==> src/rtl/ysyx_25040109_ifu_pkg.sv <==
// Shared constants and helpers for the buffered instruction-fetch unit.
package ysyx_25040109_ifu_pkg;

  localparam int unsigned XLEN_DEF     = 32;
  localparam logic [31:0] RESET_PC_DEF = 32'h8000_0000;
  localparam int unsigned PC_INC       = 4;

  // Width of a counter that must hold values 0..depth inclusive.
  function automatic int unsigned cnt_width(input int unsigned depth);
    return $clog2(depth + 1);
  endfunction

endpackage

==> src/rtl/ysyx_25040109_sync_fifo.sv <==
// Generic DEPTH x WIDTH synchronous FIFO with push/pop/flush.
// Head data reads as zero while empty. DEPTH must be a power of two.
module ysyx_25040109_sync_fifo
  import ysyx_25040109_ifu_pkg::*;
#(
  parameter int unsigned WIDTH = 64,
  parameter int unsigned DEPTH = 4,
  localparam int unsigned CW   = cnt_width(DEPTH),
  localparam int unsigned AW   = (DEPTH > 1) ? $clog2(DEPTH) : 1
) (
  input  logic             clk,
  input  logic             rst,
  input  logic             push,
  input  logic             pop,
  input  logic             flush,
  input  logic [WIDTH-1:0] wdata,
  output logic [WIDTH-1:0] rdata,
  output logic             full,
  output logic             empty,
  output logic [CW-1:0]    count
);

  logic [WIDTH-1:0] mem [DEPTH];
  logic [AW-1:0]    wr_ptr;
  logic [AW-1:0]    rd_ptr;
  logic             do_push;
  logic             do_pop;

  assign full    = (count == CW'(DEPTH));
  assign empty   = (count == '0);
  assign do_push = push && !full;
  assign do_pop  = pop && !empty;
  assign rdata   = empty ? '0 : mem[rd_ptr];

  // Pointer and occupancy bookkeeping; flush empties the queue in one cycle.
  always_ff @(posedge clk) begin
    if (rst || flush) begin
      wr_ptr <= '0;
      rd_ptr <= '0;
      count  <= '0;
    end else begin
      if (do_push) wr_ptr <= wr_ptr + AW'(1);
      if (do_pop)  rd_ptr <= rd_ptr + AW'(1);
      count <= count + CW'(do_push) - CW'(do_pop);
    end
  end

  // Storage array; contents need no reset because empty masks the head.
  always_ff @(posedge clk) begin
    if (!rst && !flush && do_push) mem[wr_ptr] <= wdata;
  end

endmodule

==> src/rtl/ysyx_25040109_ifu_fetchq.sv <==
// Buffered instruction-fetch unit: owns the fetch PC, issues credit-limited
// in-order requests, queues responses with their PCs and hands them to the IDU.
// Optional zero-latency empty-queue bypass: define YSYX_25040109_IFU_BYPASS_EN.
module ysyx_25040109_ifu_fetchq
  import ysyx_25040109_ifu_pkg::*;
#(
  parameter int unsigned      XLEN     = XLEN_DEF,
  parameter int unsigned      DEPTH    = 4,
  parameter logic [XLEN-1:0]  RESET_PC = XLEN'(RESET_PC_DEF)
) (
  input  logic            clk,
  input  logic            rst,
  output logic            mem_req_valid,
  input  logic            mem_req_ready,
  output logic [XLEN-1:0] mem_req_addr,
  input  logic            mem_resp_valid,
  input  logic [XLEN-1:0] mem_resp_rdata,
  output logic            mem_resp_ready,
  input  logic            redirect_valid,
  input  logic [XLEN-1:0] redirect_pc,
  input  logic            idu_ready,
  output logic            ifu_valid_to_idu,
  output logic [XLEN-1:0] inst_ifu,
  output logic [XLEN-1:0] pc_ifu
);

  localparam int unsigned     CW      = cnt_width(DEPTH);
  localparam logic [XLEN-1:0] PC_STEP = XLEN'(PC_INC);

  logic [XLEN-1:0]   fetch_pc;
  logic [XLEN-1:0]   resp_pc;
  logic [CW-1:0]     outstanding;
  logic [CW-1:0]     drop;

  logic [CW-1:0]     q_count;
  logic              fifo_full;
  logic              fifo_empty;
  logic              fifo_push;
  logic              fifo_pop;
  logic [2*XLEN-1:0] fifo_head;
  logic [XLEN-1:0]   head_inst;
  logic [XLEN-1:0]   head_pc;

  logic [CW:0]       credit_used;
  logic              req_fire;
  logic              resp_fire;
  logic              resp_keep;

  assign mem_resp_ready = 1'b1;
  assign mem_req_addr   = fetch_pc;
  assign credit_used    = {1'b0, q_count} + {1'b0, outstanding};
  assign req_fire       = mem_req_valid && mem_req_ready;
  assign resp_fire      = mem_resp_valid;
  assign resp_keep      = resp_fire && (drop == '0) && !redirect_valid;
  assign head_inst      = fifo_head[2*XLEN-1:XLEN];
  assign head_pc        = fifo_head[XLEN-1:0];

  // Request only while credit remains and the back end is not redirecting.
  always_comb begin
    mem_req_valid = !rst && !redirect_valid && (credit_used < (CW+1)'(DEPTH));
  end

  // IDU handshake and queue control; redirect suppresses both push and pop.
  always_comb begin
    fifo_push        = 1'b0;
    fifo_pop         = 1'b0;
    ifu_valid_to_idu = 1'b0;
    inst_ifu         = head_inst;
    pc_ifu           = head_pc;
`ifdef YSYX_25040109_IFU_BYPASS_EN
    if (fifo_empty && resp_keep) begin
      ifu_valid_to_idu = 1'b1;
      inst_ifu         = mem_resp_rdata;
      pc_ifu           = resp_pc;
      fifo_push        = !idu_ready;
    end else begin
      ifu_valid_to_idu = !fifo_empty && !redirect_valid;
      fifo_pop         = ifu_valid_to_idu && idu_ready;
      fifo_push        = resp_keep && !fifo_full;
    end
`else
    ifu_valid_to_idu = !fifo_empty && !redirect_valid;
    fifo_pop         = ifu_valid_to_idu && idu_ready;
    fifo_push        = resp_keep && !fifo_full;
`endif
  end

  // PC, in-flight and discard counters. On redirect every response still in
  // flight (including one firing this cycle) must be discarded, so drop is
  // reloaded from outstanding rather than accumulated.
  always_ff @(posedge clk) begin
    if (rst) begin
      fetch_pc    <= RESET_PC;
      resp_pc     <= RESET_PC;
      outstanding <= '0;
      drop        <= '0;
    end else begin
      outstanding <= outstanding + CW'(req_fire) - CW'(resp_fire);
      if (redirect_valid) begin
        fetch_pc <= redirect_pc;
        resp_pc  <= redirect_pc;
        drop     <= outstanding - CW'(resp_fire);
      end else begin
        if (req_fire)  fetch_pc <= fetch_pc + PC_STEP;
        if (resp_keep) resp_pc  <= resp_pc + PC_STEP;
        if (resp_fire && (drop != '0)) drop <= drop - CW'(1);
      end
    end
  end

  ysyx_25040109_sync_fifo #(
    .WIDTH (2*XLEN),
    .DEPTH (DEPTH)
  ) u_fifo (
    .clk   (clk),
    .rst   (rst),
    .push  (fifo_push),
    .pop   (fifo_pop),
    .flush (redirect_valid),
    .wdata ({mem_resp_rdata, resp_pc}),
    .rdata (fifo_head),
    .full  (fifo_full),
    .empty (fifo_empty),
    .count (q_count)
  );

endmodule

==> config.mk <==
export PLATFORM = sky130hd
export DESIGN_NAME = ysyx_25040109_ifu_fetchq
export DESIGN_NICKNAME = d
export VERILOG_FILES = /design/src/rtl/ysyx_25040109_ifu_pkg.sv /design/src/rtl/ysyx_25040109_sync_fifo.sv /design/src/rtl/ysyx_25040109_ifu_fetchq.sv
export SDC_FILE = /design/constraint.sdc
export NUM_CORES = 1
export LEC_CHECK = 0
export ABC_CLOCK_PERIOD_IN_PS = 8900
export CAP_MARGIN = 20
export CORE_MARGIN = 2
export CORE_UTILIZATION = 34
export DETAILED_ROUTE_END_ITERATION = 10
export PLACE_DENSITY = 0.59
export SYNTH_ARGS = -nofsm -noshare
export SYNTH_HDL_FRONTEND = slang
export SYNTH_HIERARCHICAL = 1
export SYNTH_SLANG_ARGS = --single-unit
==> constraint.sdc <==
create_clock -name clk -period 8.9 [get_ports clk]
set_input_delay 0.89 -clock clk [delete_from_list [all_inputs] [get_ports clk]]
set_output_delay 0.89 -clock clk [all_outputs]
set_load 0.05 [all_outputs]
-- After elaboration in Yosys (flattened, before gate mapping)
Memories as Yosys holds them, arrays and structs flattened. A register that Yosys moved wholly into a read port is not among the register bits.
Cells that the tools add are included.
- bits in registers: 77
- RAM bits: 256
- word-level logic and storage cells: 55
- memories kept: 1
- memory list (memory ; depth ; bits a word ; read ports ; clocked after memory_dff ; wr ports ; line ; text):
    u_fifo.mem ; 4 ; 64 ; 1 ; 1 ; 1 ; ysyx_25040109_sync_fifo.sv:23 ; logic [WIDTH-1:0] mem [DEPTH];
- $add $sub $neg: 11
- $lt $le $gt $ge: 1
- equal/unequal tests: 1
- muxes and demuxes: 11
- reduce and logical (&&, ||, !) cells: 23
- operator list (kind ; count):
    32-bit two-way mux ; 4
    32-bit by 3-bit adder with 32-bit output (second input constant) ; 2
    64-bit two-way mux ; 1
    1-bit logical AND ; 12
    3-bit by 1-bit subtractor with 3-bit output ; 3
    3-bit by 1-bit adder with 3-bit output ; 2
    3-bit zero test ; 2
    3-bit two-way mux ; 2
    2-bit nonzero test ; 3
    2-bit by 1-bit adder with 2-bit output (second input constant) ; 2
    3-bit by 3-bit adder with 4-bit output ; 1
    1-bit zero test ; 4
    4-bit by 3-bit < comparator with 1-bit output (second input constant) ; 1
    2-bit two-way mux ; 2
    3-bit == test (second input constant) ; 1
    3-bit nonzero test ; 1
    3-bit by 1-bit subtractor with 3-bit output (second input constant) ; 1
    1-bit two-way mux ; 2
    1-bit logical OR ; 1

-- Depth between registers and ports, before layout
- depth in word-level cells: 8
- depth in mapped cells: 14

-- Modules after synthesis
The synthesis kept the hierarchy.
- by module, submodules not included (module ; instances ; cells an instance ; area an instance (µm²)):
    ysyx_25040109_sync_fifo ; 1 ; 456 ; 10166.0
    ysyx_25040109_ifu_fetchq ; 1 ; 501 ; 3976.3

-- Worst setup path before layout
No wires, ideal clock.
- path kind: in2reg
- start point: in redirect_valid
- end point: mem u_fifo.mem[0][0], enable pin
- arrival time: 3.560 ns
- required time: 8.471 ns
- slack: 4.910 ns
- stages: 7
- buffers on the path: 3
- cells stage by stage: clkbuf_1 > clkbuf_1 > buf_1 > nor3_1 > inv_1 > nor2_1 > and3_1
- cells in the longest elaborated chain, start to end: 7
- elaborated cells on any way between the ends: 8
- classes of those cells: 2 x mux; 6 x reduce/logical
- ends and longest elaborated chain (item ; line ; text):
    from (decl) ; ysyx_25040109_ifu_fetchq.sv:19 ; input logic redirect_valid,
    1-bit zero test ; ysyx_25040109_ifu_fetchq.sv:54 ; assign resp_keep = resp_fire && (drop == '0) && !redirect_valid;
    1-bit logical AND ; ysyx_25040109_ifu_fetchq.sv:54 ;
    1-bit logical AND ; ysyx_25040109_ifu_fetchq.sv:84 ; fifo_push = resp_keep && !fifo_full;
    named net fifo_push ; ysyx_25040109_ifu_fetchq.sv:38 ; logic fifo_push;
    1-bit logical AND ; ysyx_25040109_sync_fifo.sv:31 ; assign do_push = push && !full;
    1-bit logical AND ; ysyx_25040109_sync_fifo.sv:50 ; if (!rst && !flush && do_push) mem[wr_ptr] <= wdata;
    1-bit two-way mux ; ysyx_25040109_sync_fifo.sv:50 ;
    1-bit two-way mux (implied by the code) ; ysyx_25040109_sync_fifo.sv:50 ;
    to (decl) ; ysyx_25040109_sync_fifo.sv:23 ;
The timed path passes the listed nets, and every way through them passes these cells.

==> run metrics <==
die footprint 43200 um^2; largest net degree at the start of global routing 68; CTS sink count 335; clock root cell clkbuf_16; Most used DFF post-synth edfxtp_1; Ant. Diodes 0; Setup CP Type reg -> out; Ports 169; initial antenna violation count 0; post-route ant nets 0; Final min period 4.09 ns; Relative slew margins 34.5%; number of setup violations in the final report 0; first-pass GRT wire length 50100 um; non-filler cells, final 1682; clk_lat worst skew 0.52 ns; Lkg Pwr 5.63 nW; Post-Place Cells 1614; Residual DRC 0; total power 3.58 mW; startpoint types flop; Seq/Total Area, Yosys 65.5%; die height 208 um; Syn Nets 1045; final hold vios 0; synth-to-layout area growth 24.0%; fin. max-slew vios 0; crit share post-route 45.9%; Max H-tree Level 2; layout cells sized above 1 12.6%; number of distinct library cells after synthesis 62; starting density of the core 34.6%; detailed placement HPWL 19900 um; Port Buffers 167; Worst-path clk slew 0.06 ns; total negative slack 0 ns; VDD IR max 0.130 mV; Worst path max stage delay 0.73 ns; CTS Buf Count 37; Flop pwr share 49.3%; status finished, final reports clean; P_int 2.76 mW; Final Util 42.9%; async set-reset flop share out of synthesis 0%; TritonCTS clock tree done; wire length per cell 19.1 um; Via-to-Cell Ratio 5.07; core footprint 40900 um^2; drt total wl 32100 um; CP max-delay cell clkdlybuf4s50_1; vias in the first global route 8459; dpl cell area 16300 um^2; syn_area_per_cell 14.8 um^2; FMAX 245 MHz; grt ovf 0; Final GP Congestion 0.826; GRT Total Usage 14.7%; Resize count post-CTS 0; clock share of power 42.9%; RSZ-0062 raised after global routing no; combinational share of power 7.8%; 1st-iter DRT viols 496; Final Skew 0.00782 ns; max-cap violations 0; clock buffer depth 3; Post-synth EDFFs 256; Chip Width 208 um; Gate Count Post-Synth 957; CP cell instances buf_4, buf_16, mux4_2, nor2b_1, clkdlybuf4s50_1; Synth Warn # 6; Seq cells post-synth 335; DRT Pass-1 Iters 5; Least-Margin Pin Slew 0.982 ns; NetSw 0.818 mW; cell area power density 204 nW/um^2; switching share of power 22.9%; vias post-DR 8531; Critical Path AT 3.20 ns; post-CTS setup buffers 0; nets@finish 1210; netlist area before placement 14100 um^2; CTS Hold Buffers Added 0; class of the worst hold path reg -> reg; # rows 74; Final Cell Area 17500 um^2; worst-path fanout max 45; Setup crit end kind output pin; Crit path required time 8.01 ns
==> cell type report <==
| cell class | instances | area (um^2) |
|---|---|---|
| sequential | 335 | 9270 |
| timing repair buffer | 179 | 1770 |
| fill | 3741 | 23400 |
| clock buffer | 49 | 1030 |
| tap | 532 | 666 |
| inverter | 29 | 109 |
| multi-input combinational | 540 | 4490 |
| clock inverter | 18 | 199 |
==> final timing paths <==
path         cells after the start                          from  slack [ns]                      endpoint
max                              5                          flop        4.81                    pc_ifu[31]
min                              2  mem_req_addr[0]$_SDFFE_PP0P_        0.46  mem_req_addr[0]$_SDFFE_PP0P_
max reg2reg                     11    u_fifo/count[2]$_SDFF_PP0_        5.32     outstanding[2]$_SDFF_PP0_
min reg2reg                      2  mem_req_addr[0]$_SDFFE_PP0P_        0.46  mem_req_addr[0]$_SDFFE_PP0P_
==> cell families after synthesis <==
kind of cell / after synthesis / share of synthesized area [%]
buf+inv: 82 / 2.73
other cells: 1 / 0.0265
simple gates: 293 / 11.5
mux: 72 / 10.8
compound gates: 119 / 5.41
flops: 335 / 65.5
xor+xnor: 37 / 2.29
fa+ha+maj: 18 / 1.70
==> state kept, by name, summed over array words and instances (netlist names), named ones only <==
| name | flops |
|---|---|
| mem_req_addr | 32 |
| u_fifo/wr_ptr | 2 |
| u_fifo/count | 3 |
| outstanding | 3 |
| resp_pc | 32 |
| drop | 3 |
| u_fifo/mem | 256 |
| u_fifo/rd_ptr | 2 |
==> placed cells by master, fill, tap and decap left out, types with 5 or more instances in the layout <==
cell type,n
a211oi_1,13
a21boi_0,8
a21oi_1,36
a31oi_1,12
and2_1,17
and2b_1,5
and3_1,11
and4_1,12
buf_4,11
clkbuf_1,7
clkbuf_16,39
clkdlybuf4s50_1,165
clkinv_1,6
dfxtp_1,77
edfxtp_1,256
ha_1,16
inv_1,27
mux2i_1,6
mux4_2,64
nand2_1,49
nand3_1,19
nand4_1,20
nor2_1,46
nor2b_1,63
nor3_1,19
o21ai_0,18
or3_1,6
xnor2_1,25
xor2_1,12
==> critical path: cells and delay by family (launching register included) <==
| family | cells | cell delay, ns |
|---|---|---|
| muxes | 1 | 0.60 |
| and+or+nand+nor | 1 | 0.15 |
| buffers and inverters | 3 | 1.33 |
| DFF | 1 | 0.54 |
==> cell usage after synthesis (all sizes together), types with 13 or more instances <==
cell type	n	area share (%)
inv	29	0.77
and3	15	0.66
buf	21	1.1
nor2b	63	2.8
nand4	20	0.88
nor3	20	0.79
o21ai	18	0.64
ha	16	1.4
and2	17	0.75
dfxtp	79	11
nor2	46	1.2
clkbuf	32	0.86
xnor2	25	1.5
a21oi	36	1.3
a211oi	13	0.69
edfxtp	256	54
nand2	50	1.3
nand3	19	0.67
mux4	64	10
==> through the flow <==
step           hold WS, ns  setup WS [ns]
3_3_place_gp         0.446           4.81
2_1_floorplan        0.458           4.91
6_report             0.463           4.81
4_1_cts              0.472           4.36
5_1_grt              0.494           4.61
3_5_place_dp         0.463           4.78
==> per-layer routing <==
metal	routed length (um)	up-vias	share of wire, %	track usage [%]
met3	1900	43	5.9	3.08
li1	-	3987	-	-
met4	532	0	1.7	3.67
met2	14000	245	44	22.3
met1	15600	4256	49	21.4
met5	0	-	0	0
==> power by group through the flow <==
stage	sequential (mW)	clock, mW	combinational, mW
after CTS	1.76	1.58	0.281
after global placement	1.79	0	0.277
after detailed placement	1.80	0	0.280
after global routing	1.77	1.64	0.304
final	1.76	1.54	0.279
after floorplan	1.81	0	0.145
No activity file was read; power rests on OpenSTA's default activity.
